===== src/rtl/i2c_reg_master_pkg.sv =====
// Shared constants for the register-access I2C initiator: FSM states, bit phases,
// R/W bit values and byte-slot indices.
package i2c_reg_master_pkg;

    localparam int unsigned STATE_W = 4;
    localparam int unsigned PHASE_W = 2;
    localparam int unsigned BYTE_W  = 2;

    localparam logic [STATE_W-1:0] ST_IDLE    = 4'd0;
    localparam logic [STATE_W-1:0] ST_START   = 4'd1;
    localparam logic [STATE_W-1:0] ST_TX_BYTE = 4'd2;
    localparam logic [STATE_W-1:0] ST_RX_ACK  = 4'd3;
    localparam logic [STATE_W-1:0] ST_RESTART = 4'd4;
    localparam logic [STATE_W-1:0] ST_RX_BYTE = 4'd5;
    localparam logic [STATE_W-1:0] ST_TX_NACK = 4'd6;
    localparam logic [STATE_W-1:0] ST_STOP    = 4'd7;
    localparam logic [STATE_W-1:0] ST_DONE    = 4'd8;

    localparam logic [PHASE_W-1:0] PH0 = 2'd0;
    localparam logic [PHASE_W-1:0] PH1 = 2'd1;
    localparam logic [PHASE_W-1:0] PH2 = 2'd2;
    localparam logic [PHASE_W-1:0] PH3 = 2'd3;

    localparam logic I2C_WR = 1'b0;
    localparam logic I2C_RD = 1'b1;

    localparam logic [BYTE_W-1:0] BYTE_DEV  = 2'd0;
    localparam logic [BYTE_W-1:0] BYTE_REG  = 2'd1;
    localparam logic [BYTE_W-1:0] BYTE_DATA = 2'd2;

endpackage


===== src/rtl/i2c_bit_timer.sv =====
// Quarter-bit divider and phase counter; each bit is four phases of QTR_DIV cycles.
module i2c_bit_timer
    import i2c_reg_master_pkg::*;
#(
    parameter int unsigned QTR_DIV = 30
) (
    input  logic               clk,
    input  logic               rst,
    input  logic               run,
    input  logic               sclIn,
    output logic [PHASE_W-1:0] phase,
    output logic               phaseEnd_c,
    output logic               bitEnd_c
);

    localparam int unsigned CNT_W = 8;

    logic [CNT_W-1:0]   cnt_q, cnt_d;
    logic [PHASE_W-1:0] phase_q, phase_d;
    logic               last_c;
    logic               hold_c;

    // ph2 waits at its final count until SCL is seen high, absorbing target stretching
    assign last_c     = (cnt_q == CNT_W'(QTR_DIV - 1));
    assign hold_c     = (phase_q == PH2) && !sclIn;
    assign phaseEnd_c = run && last_c && !hold_c;
    assign bitEnd_c   = phaseEnd_c && (phase_q == PH3);
    assign phase      = phase_q;

    always_comb begin
        cnt_d   = cnt_q;
        phase_d = phase_q;
        if (!run) begin
            cnt_d   = '0;
            phase_d = PH0;
        end else if (phaseEnd_c) begin
            cnt_d   = '0;
            phase_d = phase_q + PHASE_W'(1);
        end else if (!last_c) begin
            cnt_d = cnt_q + CNT_W'(1);
        end
    end

    always_ff @(posedge clk or negedge rst) begin
        if (!rst) begin
            cnt_q   <= '0;
            phase_q <= PH0;
        end else begin
            cnt_q   <= cnt_d;
            phase_q <= phase_d;
        end
    end

endmodule


===== src/rtl/i2c_reg_master.sv =====
// I2C initiator that performs one complete register write or register read per
// start strobe; SCL/SDA are open-drain pull-down enables.
module i2c_reg_master
    import i2c_reg_master_pkg::*;
#(
    parameter int unsigned QTR_DIV = 30
) (
    input  logic       clk,
    input  logic       rst,
    input  logic       start,
    input  logic       rnw,
    input  logic [6:0] devAddr,
    input  logic [7:0] regAddr,
    input  logic [7:0] wrData,
    output logic       busy,
    output logic       done,
    output logic       ackErr,
    output logic [7:0] rdData,
    input  logic       sclIn,
    input  logic       sdaIn,
    output logic       sclOe,
    output logic       sdaOe
);

    logic [STATE_W-1:0] state_q, state_d;
    logic [2:0]         bit_q, bit_d;
    logic [BYTE_W-1:0]  byte_q, byte_d;
    logic               rnw_q, rnw_d;
    logic [6:0]         dev_q, dev_d;
    logic [7:0]         reg_q, reg_d;
    logic [7:0]         wdat_q, wdat_d;
    logic [7:0]         rx_q, rx_d;
    logic               samp_q, samp_d;
    logic               ack_err_q, ack_err_d;
    logic [7:0]         rd_q, rd_d;
    logic               busy_q, busy_d;
    logic               done_q, done_d;
    logic               scl_oe_q, scl_oe_d;
    logic               sda_oe_q, sda_oe_d;

    logic [PHASE_W-1:0] phase;
    logic               phase_end_c;
    logic               bit_end_c;
    logic               run_c;
    logic [7:0]         tx_byte_c;
    logic               tx_bit_c;

    assign run_c = (state_q != ST_IDLE) && (state_q != ST_DONE);

    i2c_bit_timer #(.QTR_DIV(QTR_DIV)) u_timer (
        .clk        (clk),
        .rst        (rst),
        .run        (run_c),
        .sclIn      (sclIn),
        .phase      (phase),
        .phaseEnd_c (phase_end_c),
        .bitEnd_c   (bit_end_c)
    );

    // byte slot 2 is the data byte on a write and the read-address byte after RESTART
    always_comb begin
        case (byte_q)
            BYTE_DEV: tx_byte_c = {dev_q, I2C_WR};
            BYTE_REG: tx_byte_c = reg_q;
            default:  tx_byte_c = (rnw_q == I2C_RD) ? {dev_q, I2C_RD} : wdat_q;
        endcase
    end
    assign tx_bit_c = tx_byte_c[bit_q];

    always_comb begin
        state_d   = state_q;
        bit_d     = bit_q;
        byte_d    = byte_q;
        rnw_d     = rnw_q;
        dev_d     = dev_q;
        reg_d     = reg_q;
        wdat_d    = wdat_q;
        rx_d      = rx_q;
        samp_d    = samp_q;
        ack_err_d = ack_err_q;
        rd_d      = rd_q;
        busy_d    = busy_q;
        done_d    = 1'b0;
        scl_oe_d  = 1'b0;
        sda_oe_d  = 1'b0;

        // line drive for the current state and phase
        case (state_q)
            ST_START, ST_RESTART: begin
                sda_oe_d = phase[1];
                scl_oe_d = (phase == PH3) || ((phase == PH0) && (state_q == ST_RESTART));
            end
            ST_TX_BYTE: begin
                sda_oe_d = !tx_bit_c;
                scl_oe_d = !phase[1];
            end
            ST_RX_ACK, ST_RX_BYTE, ST_TX_NACK: scl_oe_d = !phase[1];
            ST_STOP: begin
                sda_oe_d = !phase[1];
                scl_oe_d = (phase == PH0);
            end
            default: ;
        endcase

        if (phase_end_c && (phase == PH2)) begin
            samp_d = sdaIn;
            if (state_q == ST_RX_BYTE) rx_d = {rx_q[6:0], sdaIn};
        end

        case (state_q)
            ST_IDLE: if (start) begin
                state_d   = ST_START;
                rnw_d     = rnw;
                dev_d     = devAddr;
                reg_d     = regAddr;
                wdat_d    = wrData;
                byte_d    = BYTE_DEV;
                bit_d     = 3'd7;
                ack_err_d = 1'b0;
                busy_d    = 1'b1;
            end
            ST_START, ST_RESTART: if (bit_end_c) begin
                state_d = ST_TX_BYTE;
                bit_d   = 3'd7;
            end
            ST_TX_BYTE: if (bit_end_c) begin
                if (bit_q == 3'd0) state_d = ST_RX_ACK;
                else               bit_d   = bit_q - 3'd1;
            end
            ST_RX_ACK: if (bit_end_c) begin
                bit_d = 3'd7;
                if (samp_q) begin
                    ack_err_d = 1'b1;
                    state_d   = ST_STOP;
                end else begin
                    case (byte_q)
                        BYTE_DEV: begin
                            byte_d  = BYTE_REG;
                            state_d = ST_TX_BYTE;
                        end
                        BYTE_REG: begin
                            byte_d  = BYTE_DATA;
                            state_d = (rnw_q == I2C_RD) ? ST_RESTART : ST_TX_BYTE;
                        end
                        default: state_d = (rnw_q == I2C_RD) ? ST_RX_BYTE : ST_STOP;
                    endcase
                end
            end
            ST_RX_BYTE: if (bit_end_c) begin
                if (bit_q == 3'd0) state_d = ST_TX_NACK;
                else               bit_d   = bit_q - 3'd1;
            end
            ST_TX_NACK: if (bit_end_c) state_d = ST_STOP;
            ST_STOP:    if (bit_end_c) state_d = ST_DONE;
            ST_DONE: begin
                state_d = ST_IDLE;
                busy_d  = 1'b0;
                done_d  = 1'b1;
                if ((rnw_q == I2C_RD) && !ack_err_q) rd_d = rx_q;
            end
            default: state_d = ST_IDLE;
        endcase
    end

    always_ff @(posedge clk or negedge rst) begin
        if (!rst) begin
            state_q   <= ST_IDLE;
            bit_q     <= 3'd7;
            byte_q    <= BYTE_DEV;
            rnw_q     <= I2C_WR;
            dev_q     <= '0;
            reg_q     <= '0;
            wdat_q    <= '0;
            rx_q      <= '0;
            samp_q    <= 1'b0;
            ack_err_q <= 1'b0;
            rd_q      <= 8'h00;
            busy_q    <= 1'b0;
            done_q    <= 1'b0;
            scl_oe_q  <= 1'b0;
            sda_oe_q  <= 1'b0;
        end else begin
            state_q   <= state_d;
            bit_q     <= bit_d;
            byte_q    <= byte_d;
            rnw_q     <= rnw_d;
            dev_q     <= dev_d;
            reg_q     <= reg_d;
            wdat_q    <= wdat_d;
            rx_q      <= rx_d;
            samp_q    <= samp_d;
            ack_err_q <= ack_err_d;
            rd_q      <= rd_d;
            busy_q    <= busy_d;
            done_q    <= done_d;
            scl_oe_q  <= scl_oe_d;
            sda_oe_q  <= sda_oe_d;
        end
    end

    assign busy   = busy_q;
    assign done   = done_q;
    assign ackErr = ack_err_q;
    assign rdData = rd_q;
    assign sclOe  = scl_oe_q;
    assign sdaOe  = sda_oe_q;

endmodule


===== config.mk =====
export PLATFORM = sky130hd
export DESIGN_NAME = i2c_reg_master
export DESIGN_NICKNAME = d
export VERILOG_FILES = /design/src/rtl/i2c_reg_master_pkg.sv /design/src/rtl/i2c_bit_timer.sv /design/src/rtl/i2c_reg_master.sv
export SDC_FILE = /design/constraint.sdc
export NUM_CORES = 1
export LEC_CHECK = 0
export CORE_ASPECT_RATIO = 0.5
export CORE_MARGIN = 2
export CORE_UTILIZATION = 23
export CTS_BUF_LIST = sky130_fd_sc_hd__clkbuf_16
export DETAILED_ROUTE_END_ITERATION = 7
export DONT_BUFFER_PORTS = 1
export HOLD_SLACK_MARGIN = 0.02
export PLACE_DENSITY = 0.46
export SLEW_MARGIN = 40
export SYNTH_ARGS = -nofsm -noshare
export SYNTH_HDL_FRONTEND = slang
export SYNTH_SLANG_ARGS = --single-unit

===== constraint.sdc =====
create_clock -name clk -period 5.8 [get_ports clk]
set_input_delay 1.45 -clock clk [delete_from_list [all_inputs] [get_ports clk]]
set_output_delay 1.45 -clock clk [all_outputs]
set_load 0.02 [all_outputs]

==> flow_metrics.py <==
metrics = {
    "clocking": {
        "cts_tree": "done",
        "cts_buffer_depth": 2,
        "post_cts_resized": 0,
        "cts-buffers-inserted": 9,
        "cts_htree_levels": 3,
        "clk_latency_ps": 330,
        "post-cts-setup-buffers": 0,
        "cts_root_buffer": "clkbuf_16",
        "postCtsHoldBufs": 0,
        "clock_sinks": 65,
        "path_clk_slew_ps": 60,
    },
    "logic_synthesis": {
        "synth_top_family_by_area": "multiplexers",
        "syn_area_sq_um": 3270,
        "synthCells": 294,
        "synthTopCellsByArea": "dfrtp_1, mux2_2, nor2_1",
        "muxShareOfSynthArea_pct": 18.9,
        "synthArstFlopShare_pct": 100,
        "synthFlopType": "dfrtp_1",
        "synth_simple_gate_area_share_pct": 15.0,
        "yosys.area.top_type_share_pct": 47.4,
        "synth-seq-area-share_pct": 49.8,
        "syn_avg_cell_area_sq_um": 11.1,
        "ys_warn_count": 0,
        "synth-xor-area-share_pct": 1.34,
        "syn_nets": 330,
        "ys_ff_latch": 65,
        "synth_top_area_cell": "dfrtp_1",
        "synthAdderAreaFrac_pct": 2.68,
        "synth_edf_count": 0,
        "ys_types": 45,
        "synth_compound_area_share_pct": 9.18,
    },
    "worst_hold_path": {
        "hold_start": "wdat_q[5]",
        "holdPathStages": 1,
        "hold_path_class": "reg -> reg",
        "whs_endpoint": "wdat_q[5]",
    },
    "detailed_routing": {
        "route.detailed.drc": 0,
        "drtIter0Drc": 105,
        "routed_wl_um": 7160,
        "dr.pass1.iters": 4,
        "wl_per_cell_um": 14.5,
        "vias_per_cell": 4.33,
        "antenna_left": 0,
        "dr_total_vias": 2135,
    },
    "power_and_ir_drop": {
        "irDropWorstVdd_v": 0.000119,
        "p_per_area_nw_per_um2": 264,
        "p_leak_nw": 1.62,
    },
    "sta": {
        "finalSetupViolCount": 0,
        "period_needed_ps": 2740,
        "drv_slew": 0,
        "rsz0062_at_grt": "no",
        "maxSlewHeadroom_pct": 56.6,
        "tns_ps": 0,
        "fin_ws_ps": 3060,
        "whs_ps": 505,
        "finalCritPeriodShare_pct": 47.2,
        "fin_skew_ps": 7.75,
        "hold_viol_final": 0,
        "worst_slew_pin_slew_ps": 650,
        "max_freq_mhz": 365,
    },
    "job": {
        "drv_cap": 0,
    },
    "critical_path": {
        "r2r-start": "state_q[0]",
        "r2r_slack_ps": 3060,
        "worstSetupStartpointType": "flop",
        "cp_data_arrival_time_ps": 2950,
        "reg2reg_depth": 5,
        "crit_type": "reg -> reg",
        "timing.rr.end": "wdat_q[4]",
        "endpoint_kind": "flop",
        "path_max_fanout": 20,
        "crit_required_ps": 6010,
    },
    "floorplan": {
        "ios": 42,
        "core_sq_um": 13700,
        "start_util_pct": 23.9,
        "row_count": 30,
        "die_w_um": 173,
        "dieArea_sq_um": 15200,
        "die_h_um": 88.3,
    },
    "global_routing": {
        "grt_pass1_vias": 2147,
        "grt_pass1_wl_um": 11700,
        "grt_remaining_overflow": 0,
        "antenna_found_initial": 4,
        "grt.total_usage_pct": 9.98,
        "grt_max_degree": 66,
    },
    "run_status": {
        "status": "finished clean",
    },
    "place": {
        "routabilityCongestion": 0.748,
        "dpl.cell_count": 473,
        "place_hpwl_um": 4870,
        "dpl_worst_slack_ps": 2870,
        "port_buffers": 0,
    },
    "final_layout": {
        "multiInputGateArea_sq_um": 1540,
        "register_area_sq_um": 1630,
        "fin_cells": 493,
        "finish.utilization_pct": 27.4,
        "area_delta_synth_final_pct": 14.7,
        "fin_nets": 328,
        "layout-drive-gt1-share_pct": 23.9,
        "nFillCells": 1419,
    },
}
kinds of logic after synthesis:
kind of cell	Yosys count
AND/OR/NAND/NOR	92
XOR/XNOR	5
flip-flops	65
multiplexers	54
buffers and inverters	21
AO/OA/AOI/OAI	50
adder cells (fa/ha/maj)	7
where the power goes:
part           internal (mW)  total (mW)  switching (mW)
Combinational       0.000637     0.00115        0.000517
Sequential             0.454       0.454               0
Clock                  0.331       0.536           0.205
Total                  0.786       0.991           0.205
worst max-delay path by stage:
| stage | from | cells after the start | to |
|---|---|---|---|
| after floorplan | start | 4 | dev_q[6] |
| after global placement | start | 4 | reg_q[4] |
| after detailed placement | start | 4 | wdat_q[2] |
| after CTS | state_q[0] | 5 | wdat_q[2] |
| after global routing | state_q[0] | 5 | wdat_q[3] |
| final | state_q[0] | 5 | wdat_q[4] |
cell usage after synthesis, drive strengths merged, types with 4 or more instances:
cell	number
a31oi	7
nor2	28
nor3	9
buf	6
xnor2	4
and3	6
nand3	8
a21oi	17
ha	7
nand2b	6
mux2	43
inv	6
dfrtp	62
mux2i	9
o21ai	13
nand2	16
clkbuf	8
routing by layer:
layer,wire length [um],global-route usage [%]
met1,3740,13.2
met2,2980,14.3
met5,0,0
met3,350,4.25
met4,98,4.20
critical path, stage by stage (launching register included):
cell and delay [ps]:
dfrtp_1 590, nor3_2 590, nand2_1 190, nor2_2 540, buf_4 350, mux2_2 360
sequential cells by signal, summed over array words and instances (netlist names), 2 cells and up:
register	count
rdData	8
bit_q	3
rx_q	8
wdat_q	8
reg_q	8
u_timer.phase	2
byte_q	2
dev_q	7
u_timer.cnt_q	8
state_q	4
area by class of cell:
| cell class | count | area share (%) |
|---|---|---|
| Timing Repair Buffer | 1 | 0.200 |
| Tap cell | 192 | 6.40 |
| Inverter | 7 | 0.700 |
| Sequential cell | 65 | 43.5 |
| Antenna cell | 4 | 0.267 |
| Clock inverter | 7 | 1.83 |
| Multi-Input combinational cell | 208 | 41.1 |
| Clock buffer | 9 | 6.00 |
through the flow:
step	power, mW	cell area, sq um
after global routing	1.03	3750
after global placement	0.463	3450
final	0.991	3750
after floorplan	0.463	3270
after detailed placement	0.463	3450
after CTS	1.01	3740
layout by cell type (no fill, tap or decap), types with 2 or more instances in the layout:
master     Yosys  routed
ha_1           7       7
nand2_1       16      16
nor2_1        27      27
xnor2_1        4       4
inv_1          6       6
or2_2          3       3
mux2_2        43      43
o2111ai_1      2       2
and3_1         6       6
dfrtp_1       62      62
o21ai_0       13      13
nand3_1        8       8
nor2b_1        3       3
o211ai_1       3       3
nor3_1         8       8
nand3b_1       3       3
nand2b_1       6       6
a21oi_1       17      17
mux4_2         2       2
a31oi_1        7       7
mux2i_1        9       9
and2_1         2       2
clkinv_1       1       2
diode_2        0       4
clkbuf_16      0       9
dfstp_2        3       3
clkinv_2       0       2
a211oi_1       3       3
No activity file was read; power rests on OpenSTA's default activity.
